<file path="config.mk">
export PLATFORM = sky130hd
export DESIGN_NAME = retire_map_table_flat
export DESIGN_NICKNAME = d
export VERILOG_FILES = /design/src/rtl/retire_map_table_if.sv /design/src/rtl/retire_map_table.sv /design/src/flat_wrapper.sv
export SDC_FILE = /design/constraint.sdc
export NUM_CORES = 1
export LEC_CHECK = 0
export BUFFER_PORTS_ARGS = -buffer_cell sky130_fd_sc_hd__buf_2
export CAP_MARGIN = 20
export CELL_PAD_IN_SITES_DETAIL_PLACEMENT = 2
export CELL_PAD_IN_SITES_GLOBAL_PLACEMENT = 2
export CORE_MARGIN = 4
export CORE_UTILIZATION = 29
export DETAILED_ROUTE_END_ITERATION = 7
export PLACE_DENSITY_LB_ADDON = 0.1
export SYNTH_ARGS = -nofsm -noshare
export SYNTH_HDL_FRONTEND = slang
export SYNTH_SLANG_ARGS = --single-unit
</file>
<file path="constraint.sdc">
create_clock -name clock -period 3.58 [get_ports clock]
set_input_delay 0.716 -clock clock [delete_from_list [all_inputs] [get_ports clock]]
set_output_delay 0.716 -clock clock [all_outputs]
set_load 0.1 [all_outputs]
</file>
<file path="src/rtl/retire_map_table_if.sv">
// Retire-to-RRAT bus: per-lane retirement requests in, freelist RRAT write ports out.
//   retire_valid / retire_arch_idx / retire_phys_idx : retirement group, lane 0 oldest
//   reg_idx_wr_RRAT_new / wr_en_RRAT_new             : phys regs entering the committed map
//   reg_idx_wr_RRAT_old / wr_en_RRAT_old             : phys regs displaced (freed)
// master = retirement source / freelist side, slave = retire_map_table.
interface retire_map_table_if #(
  parameter int unsigned WAYS = 4,
  parameter int unsigned PRF  = 64,
  parameter int unsigned ARF  = 32
);
  localparam int unsigned PIW = $clog2(PRF);
  localparam int unsigned AIW = $clog2(ARF);

  logic [WAYS-1:0]           retire_valid;
  logic [WAYS-1:0][AIW-1:0]  retire_arch_idx;
  logic [WAYS-1:0][PIW-1:0]  retire_phys_idx;
  logic [WAYS-1:0][PIW-1:0]  reg_idx_wr_RRAT_new;
  logic [WAYS-1:0]           wr_en_RRAT_new;
  logic [WAYS-1:0][PIW-1:0]  reg_idx_wr_RRAT_old;
  logic [WAYS-1:0]           wr_en_RRAT_old;

  modport master (
    output retire_valid, retire_arch_idx, retire_phys_idx,
    input  reg_idx_wr_RRAT_new, wr_en_RRAT_new, reg_idx_wr_RRAT_old, wr_en_RRAT_old
  );

  modport slave (
    input  retire_valid, retire_arch_idx, retire_phys_idx,
    output reg_idx_wr_RRAT_new, wr_en_RRAT_new, reg_idx_wr_RRAT_old, wr_en_RRAT_old
  );
endinterface

</file>
<file path="src/rtl/retire_map_table.sv">
// Retirement register alias table (RRAT): committed arch->phys map.
// Applies up to WAYS in-order retirements per cycle, reports entering/displaced
// phys regs to the freelist combinationally, and exposes the next-state map for
// mis-branch recovery.
// Ports:
//   clock, reset (async, active low), except (mis-branch flush, informational here)
//   rt          : retire_map_table_if.slave (retire group in, freelist RRAT ports out)
//   arch_map    : registered committed map
//   restore_map : combinational next-state map (RAT samples it on except)
//   instret     : 64-bit count of valid retire lanes (x0 included)
//   map_error   : sticky allocation-consistency error
// Optional build macro: RRAT_CHECK_EN enables the map_error checker; when
// undefined map_error is tied low and no check logic exists.
module retire_map_table #(
  parameter int unsigned WAYS = 4,
  parameter int unsigned PRF  = 64,
  parameter int unsigned ARF  = 32
) (
  input  logic                            clock,
  input  logic                            reset,
  input  logic                            except,
  retire_map_table_if.slave               rt,
  output logic [ARF-1:0][$clog2(PRF)-1:0] arch_map,
  output logic [ARF-1:0][$clog2(PRF)-1:0] restore_map,
  output logic [63:0]                     instret,
  output logic                            map_error
);
  localparam int unsigned PIW = $clog2(PRF);
  localparam int unsigned AIW = $clog2(ARF);
  localparam int unsigned CW  = $clog2(WAYS + 1);

  logic [ARF-1:0][PIW-1:0]  map_c;
  logic [WAYS-1:0]          new_en_c;
  logic [WAYS-1:0][PIW-1:0] new_idx_c;
  logic [WAYS-1:0]          old_en_c;
  logic [WAYS-1:0][PIW-1:0] old_idx_c;
  logic [CW-1:0]            retire_cnt_c;

  // The map holds no speculative state, so a flush does not alter the update.
  logic unused_except;
  assign unused_except = except;

  // Walk lanes oldest-first; map_c carries earlier lanes' writes, so a lane's
  // displaced reg is the youngest older same-arch lane's phys, else the committed entry.
  always_comb begin
    map_c     = arch_map;
    new_en_c  = '0;
    new_idx_c = '0;
    old_en_c  = '0;
    old_idx_c = '0;
    for (int i = 0; i < int'(WAYS); i++) begin
      if (rt.retire_valid[i] && (rt.retire_arch_idx[i] != '0)) begin
        new_en_c[i]                  = 1'b1;
        new_idx_c[i]                 = rt.retire_phys_idx[i];
        old_en_c[i]                  = 1'b1;
        old_idx_c[i]                 = map_c[rt.retire_arch_idx[i]];
        map_c[rt.retire_arch_idx[i]] = rt.retire_phys_idx[i];
      end
    end
  end

  assign rt.wr_en_RRAT_new      = new_en_c;
  assign rt.reg_idx_wr_RRAT_new = new_idx_c;
  assign rt.wr_en_RRAT_old      = old_en_c;
  assign rt.reg_idx_wr_RRAT_old = old_idx_c;
  assign restore_map            = map_c;

  // Every valid lane counts as retired, including x0 destinations.
  always_comb begin
    retire_cnt_c = '0;
    for (int i = 0; i < int'(WAYS); i++) begin
      retire_cnt_c = retire_cnt_c + CW'(rt.retire_valid[i]);
    end
  end

  // Committed map and retire counter.
  always_ff @(posedge clock or negedge reset) begin
    if (!reset) begin
      for (int a = 0; a < int'(ARF); a++) begin
        arch_map[a] <= PIW'(a);
      end
      instret <= '0;
    end else begin
      arch_map <= map_c;
      instret  <= instret + 64'(retire_cnt_c);
    end
  end

`ifdef RRAT_CHECK_EN
  logic                    err_c;
  logic [ARF-1:0][PIW-1:0] chk_map;

  // Flags an incoming phys reg that is still live elsewhere in the map, one that
  // aliases an arch-identity reg still mapped, or a duplicate within the group.
  always_comb begin
    err_c   = 1'b0;
    chk_map = arch_map;
    for (int i = 0; i < int'(WAYS); i++) begin
      if (rt.retire_valid[i] && (rt.retire_arch_idx[i] != '0)) begin
        for (int a = 0; a < int'(ARF); a++) begin
          if (chk_map[a] == rt.retire_phys_idx[i]) begin
            if (AIW'(a) != rt.retire_arch_idx[i]) err_c = 1'b1;
            if (32'(rt.retire_phys_idx[i]) < ARF)  err_c = 1'b1;
          end
        end
        for (int j = 0; j < i; j++) begin
          if (rt.retire_valid[j] && (rt.retire_arch_idx[j] != '0) &&
              (rt.retire_phys_idx[j] == rt.retire_phys_idx[i])) begin
            err_c = 1'b1;
          end
        end
        chk_map[rt.retire_arch_idx[i]] = rt.retire_phys_idx[i];
      end
    end
  end

  // Sticky until reset.
  always_ff @(posedge clock or negedge reset) begin
    if (!reset) begin
      map_error <= 1'b0;
    end else begin
      if (err_c) map_error <= 1'b1;
`ifndef SYNTHESIS
      if (err_c) $error("retire_map_table: inconsistent phys allocation on retire");
`endif
    end
  end
`else
  assign map_error = 1'b0;
`endif

endmodule

</file>
<file path="src/flat_wrapper.sv">
// flat-port wrapper written by rule: the top's interface ports become plain ports
module retire_map_table_flat 
#(
  parameter int unsigned WAYS = 4,
  parameter int unsigned PRF  = 64,
  parameter int unsigned ARF  = 32
)
  (clock, reset, except, arch_map, restore_map, instret, map_error, rt_retire_valid, rt_retire_arch_idx, rt_retire_phys_idx, rt_reg_idx_wr_RRAT_new, rt_wr_en_RRAT_new, rt_reg_idx_wr_RRAT_old, rt_wr_en_RRAT_old);
  retire_map_table_if #(.WAYS(WAYS), .PRF(PRF), .ARF(ARF)) rt_i ();
  input  logic clock;
  input  logic reset;
  input  logic except;
  output logic [ARF-1:0][$clog2(PRF)-1:0] arch_map;
  output logic [ARF-1:0][$clog2(PRF)-1:0] restore_map;
  output logic [63:0] instret;
  output logic map_error;
  input wire logic [$bits(rt_i.retire_valid)-1:0] rt_retire_valid;
  input wire logic [$bits(rt_i.retire_arch_idx)-1:0] rt_retire_arch_idx;
  input wire logic [$bits(rt_i.retire_phys_idx)-1:0] rt_retire_phys_idx;
  output wire logic [$bits(rt_i.reg_idx_wr_RRAT_new)-1:0] rt_reg_idx_wr_RRAT_new;
  output wire logic [$bits(rt_i.wr_en_RRAT_new)-1:0] rt_wr_en_RRAT_new;
  output wire logic [$bits(rt_i.reg_idx_wr_RRAT_old)-1:0] rt_reg_idx_wr_RRAT_old;
  output wire logic [$bits(rt_i.wr_en_RRAT_old)-1:0] rt_wr_en_RRAT_old;
  assign rt_i.retire_valid = rt_retire_valid;
  assign rt_i.retire_arch_idx = rt_retire_arch_idx;
  assign rt_i.retire_phys_idx = rt_retire_phys_idx;
  assign rt_reg_idx_wr_RRAT_new = rt_i.reg_idx_wr_RRAT_new;
  assign rt_wr_en_RRAT_new = rt_i.wr_en_RRAT_new;
  assign rt_reg_idx_wr_RRAT_old = rt_i.reg_idx_wr_RRAT_old;
  assign rt_wr_en_RRAT_old = rt_i.wr_en_RRAT_old;
  retire_map_table #(.WAYS(WAYS), .PRF(PRF), .ARF(ARF)) u_core (.clock(clock), .reset(reset), .except(except), .rt(rt_i), .arch_map(arch_map), .restore_map(restore_map), .instret(instret), .map_error(map_error));
endmodule
</file>
==> results by group, run 1 <==
Floorplan
  – Die X-Extent: 300 um
  – Die Height: around 300 um
  – Initial core utilization: between 20% and 30%
  – Row count: 106
  – # IOs: 556

Synthesis
  – Synth unique cells: 98
  – Seq cells post-synth: 256
  – Post-synthesis simple-gate area fraction: 24.2%
  – Post-synth top flop: dfrtp_1
  – Post-Synth XOR/XNOR Area: approximately 2.2%
  – Post-synthesis instance total: between 3000 and 4000
  – YS warnings: 0
  – Syn avg cell area: 7.63 um2
  – Net Count, Synth: 3307
  – Post-Syn Area: 0.0248 mm2
  – Sequential-to-total area share from yosys stat: 26.3%
  – EDFF count, synth: 0
  – Main combinational cell family by area after synthesis: compound AO/OA/AOI/OAI gates
  – Multiplexer share of the synthesized area: 14.4%
  – Async set or reset register ratio after synthesis: 100%
  – Compound-gate portion of the synthesized area: roughly a quarter
  – Post-Synth Adder-Cell Area: 0.414%

Place
  – Port-buffer cells: 553
  – Routability Congestion: around 1.3
  – Post-DP HPWL: 242000 um

Outcome
  – Failed at: 3_5_place_dp
  – Err: [ERROR DPL-0033] detailed placement checks failed during check placement.
  – Outcome: did not finish
[synth_stat cells, types with 9 or more instances]
library cell  count  area share, %
dfrtp_1         176             18
o22ai_1          43            1.1
nor4_1           11           0.28
mux4_2           74            6.7
a211oi_1         47            1.4
o311ai_0         13           0.46
nand4_1          20           0.50
xnor2_1          43            1.5
o2111ai_1        10           0.35
nor2_1          413            6.3
and4_1           13           0.46
a21oi_1         283            5.7
a2111oi_0        15           0.53
clkbuf_1        243            3.7
o32ai_1          11           0.39
a221oi_1         32            1.1
or3_1            16           0.40
inv_1            24           0.36
xor2_1           20           0.71
buf_2            50            1.0
a21o_1           11           0.33
a32oi_1          17           0.60
and2_1           35           0.88
a22o_1           13           0.46
a21boi_0         11           0.33
dfstp_2          80            8.5
o221ai_1         13           0.46
nand2b_1         13           0.33
o31ai_1          10           0.30
nor3_1          148            3.0
nand2_1         314            4.8
mux2_2           20           0.91
o21ai_0         169            3.4
o211ai_1         30           0.91
a31oi_1         110            2.8
nor2b_1           9           0.23
nand3_1         178            3.6
nor2_2           10           0.25
a22oi_1          42            1.3
mux2i_1         167            6.7
and3_1           25           0.63
a32o_1           19           0.77
o21ai_1          43           0.87
buf_1            32           0.48
[per-stage QoR]
step                    setup WS, ns  hold slack (ns)  setup TNS, ns  cell area, um2  cells
after floorplan               -0.826            0.420         -13.26           27300   3249
after global placement         -1.80            0.454         -92.98           45400   6138
[cells by family after synthesis]
family | count (synthesis)
other | 1
adders and majority gates | 7
DFF | 256
AOI/OAI and AO/OA | 1020
muxes | 262
buffers and inverters | 365
and+or+nand+nor | 1275
xor gates and xnor gates | 63
==> inputs of run 2 (changes only) <==
- CELL_PAD_IN_SITES_DETAIL_PLACEMENT: 2 -> unset
- CELL_PAD_IN_SITES_GLOBAL_PLACEMENT: 2 -> unset
- CORE_UTILIZATION: 29 -> 20
- PLACE_DENSITY_LB_ADDON: 0.1 -> 0.15
- clock period: 3.58 -> 4.65 ns (I/O delays scaled with it)
==> results by group, run 2 <==
Global routing
  – Vias in the first global route: between 30000 and 40000
  – Initial antenna violation count: 30
  – First-pass GRT wire length: 336000 um
  – GR Util All Layers: 37.8%
  – Grt ovf: 0
  – Largest net degree at the start of global routing: 72

Setup path
  – Critical Path RT: 3.72 ns
  – CP Launch Type: input pin
  – Critical Path End Type: output pin
  – Crit-path slowest cell: a2111oi_4
  – Worst Path Arrival: roughly 4 ns
  – Crit path max fanout: 20
  – Crit-path max cell delay: 0.60 ns
  – Critical path cell sequence: buf_2, buf_4, buf_6, nand2_1, nor2_2, buf_4, nand2_1, nand3_4, nand4_1, a2111o_1, a2111oi_4, buf_12
  – Critical path type: in -> out
  – Buf/Inv on CP: 5
  – R2R Setup Slk: 2.05 ns
  – Kind of cell adding the most delay to the critical path: buffers and inverters

Timing
  – Slew margin rel.: 35.7%
  – Clock Skew: 0.0172 ns
  – Peak Freq: 200 MHz
  – Setup violators final: 17
  – Final hold slack: 0.272 ns
  – Final period util: 108%
  – Final hold viol count: 0
  – Tmin final: 5.00 ns
  – RSZ-0062 raised after global routing: true
  – Final slew viol count: 0
  – Least-Margin Pin Slew: 0.964 ns
  – Final WS setup: -0.350 ns

Detailed routing
  – Post-DR wirelength/cell: 38.8 um
  – Post-route ant nets: 0
  – Vias/cell: 5.70
  – Pre-antenna DRT Iters: 7
  – DR DRC count: 0
  – First DRT Iteration DRCs: 5313
  – Via count: 37800
  – Post-Route WL: 258000 um

Final layout
  – Util after Layout: 39.8%
  – Post-Layout Inst Area: 0.0487 mm2
  – Biggest register: u_core.arch_map
  – Nets@finish: 5034
  – Share of layout cells above drive strength 1: 55.6%
  – Commonest non-fill, non-tap cell in the layout: buf_4
  – Most frequent cells in the layout: 1284 x buf_4, 377 x nor2_1, 316 x buf_12
  – Largest register FFs: roughly 190
  – Largest registers: u_core.arch_map x192, u_core.instret x64
  – Fill cells: about 13000
  – Area Growth Syn to Fin: 96.6%

Clocking
  – Hold Buf Count CTS: 0
  – Worst skew pair latency: 0.62 ns
  – Clock transition at path regs: about 0.060 ns
  – Sink Count: roughly 260
  – CTS tree: yes
  – # H-tree levels: 2
  – CTS buffer count: 37
  – Root buf cell: clkbuf_16
  – Clk buf depth: 3

Synthesis
  – EDFF count, synth: 0 (unchanged)
  – Post-Syn Area: 0.0248 mm2 (unchanged)
  – Syn avg cell area: 7.63 um2 (unchanged)
  – Post-synth top cells: 413 x nor2_1, 314 x nand2_1, 283 x a21oi_1
  – Post-synthesis instance total: 3249 (unchanged)
  – Synth unique cells: 98 (unchanged)
  – Net Count, Synth: 3307 (unchanged)
  – Synth top area share: 17.8% (unchanged)
  – YS warnings: 0 (unchanged)
  – Async set or reset register ratio after synthesis: 100% (unchanged)
  – Sequential-to-total area share from yosys stat: 26.3% (unchanged)
  – Post-synth top flop: dfrtp_1
  – Dominant cell type by area after synthesis: dfrtp_1
  – Synth area leaders: dfrtp_1 18%, dfstp_2 8.5%, mux2i_1 6.7%, mux4_2 6.7%, nor2_1 6.3%
  – Cell with the most instances after synthesis: nor2_1
  – Seq cells post-synth: 256 (unchanged)

Outcome
  – Outcome: finished, violations left
  – Failing checks: negative setup slack

Place
  – Post-DP HPWL: 213000 um (-12%)
  – Port-buffer cells: 553 (unchanged)
  – Placed Area: 0.0439 mm2
  – Place WS: -0.684 ns
  – Routability Congestion: 1.05 (-18%)

Run
  – Max_cap viols: 0

Floorplan
  – Core region area: around 0.12 mm2
  – Die Height: 360 um (+20%)
  – # IOs: 556 (unchanged)
  – Die X-Extent: 360 um (+20%)
  – Row count: 128 (+21%)
  – Initial core utilization: 20.3% (-9.2 points)
  – Die area: 0.130 mm2

Power and ir drop
  – Power Dens Cells: 575 mW/mm2
  – Pleak: approximately 21 nW
  – Final Total Pwr: 28.0 mW
  – Largest vdd supply drop: 608 uV

Hold path
  – Min-Delay Path Class: in -> async
run 2: cell type report:
cell class                 count  area [um2]  share of cell area (%)
antenna                       10        25.0                  0.0514
tap                         1625        2030                    4.17
timing repair buffer        2024       18900                    38.8
clock buffer                  53        1060                    2.17
inverter                      29         116                   0.239
multi-input combinational   2628       19800                    40.7
clock inverter                14         260                   0.534
sequential                   256        6510                    13.4
run 2: power by group:
group | switching (mW) | leakage (nW) | internal (mW)
registers | 1.44 | 3.06 | 2.92
logic | 14.1 | 17.2 | 6.43
clock network | 1.24 | 0.625 | 1.83
total | 16.8 | 20.9 | 11.2
run 2: cells by family after synthesis:
kind of cell    synth area share, %
simple gates                   24.2
compound gates                 26.5
mux                            14.4
xor+xnor                       2.23
fa+ha+maj                     0.414
buf+inv                        6.00
other cells                  0.0151
flops                          26.3
run 2: repair_timing:
action                     4_1_cts  5_1_grt
setup endpoints to repair       22       38
setup buffers                   74       44
cloned                           1        2
pin swaps                      114      134
resized for setup              372      243
run 2: worst register-to-register path, stage by stage, from the launching register on:
cell and delay (ns):
dfrtp_1 0.35, ha_1 0.21, fa_1 0.22, a21o_1 0.17, nor4b_2 0.34, and4_1 0.29
nand3_1 0.15, nor2_1 0.19, and2_1 0.27, nand4_1 0.15, xnor2_1 0.14
run 2: path summary, 6_finish.rpt:
check,end,start,depth (start not counted)
max,rt_reg_idx_wr_RRAT_old[22],rt_retire_arch_idx[11],12
min in group clock,u_core.instret[63],u_core.instret[63],1
max reg2reg,u_core.instret[58],u_core.instret[0],10
min,u_core.arch_map[53],reset,1
max in group asynchronous,u_core.arch_map[6],reset,2
min reg2reg,u_core.instret[63],u_core.instret[63],1
run 2: metal layers:
layer | GRT usage (%) | part of all wire [%] | routed length, um | vias to the layer above
li1 | - | - | - | 15700
met1 | 51.9 | 42 | 109000 | 19000
met2 | 54.9 | 41 | 106000 | 2596
met3 | 10.8 | 11 | 28400 | 501
met4 | 16.5 | 5.7 | 14800 | 10
met5 | 0 | 0.026 | 68 | -
run 2: metrics by stage:
step	TNS (ns)	std cells
after global placement	-8.39	6462
after CTS	-2.32	6597
after floorplan	-4.87	3249
final	-2.57	6639
after detailed placement	-7.52	6463
after global routing	-2.72	6630
Power figures use the tool's default switching activity.
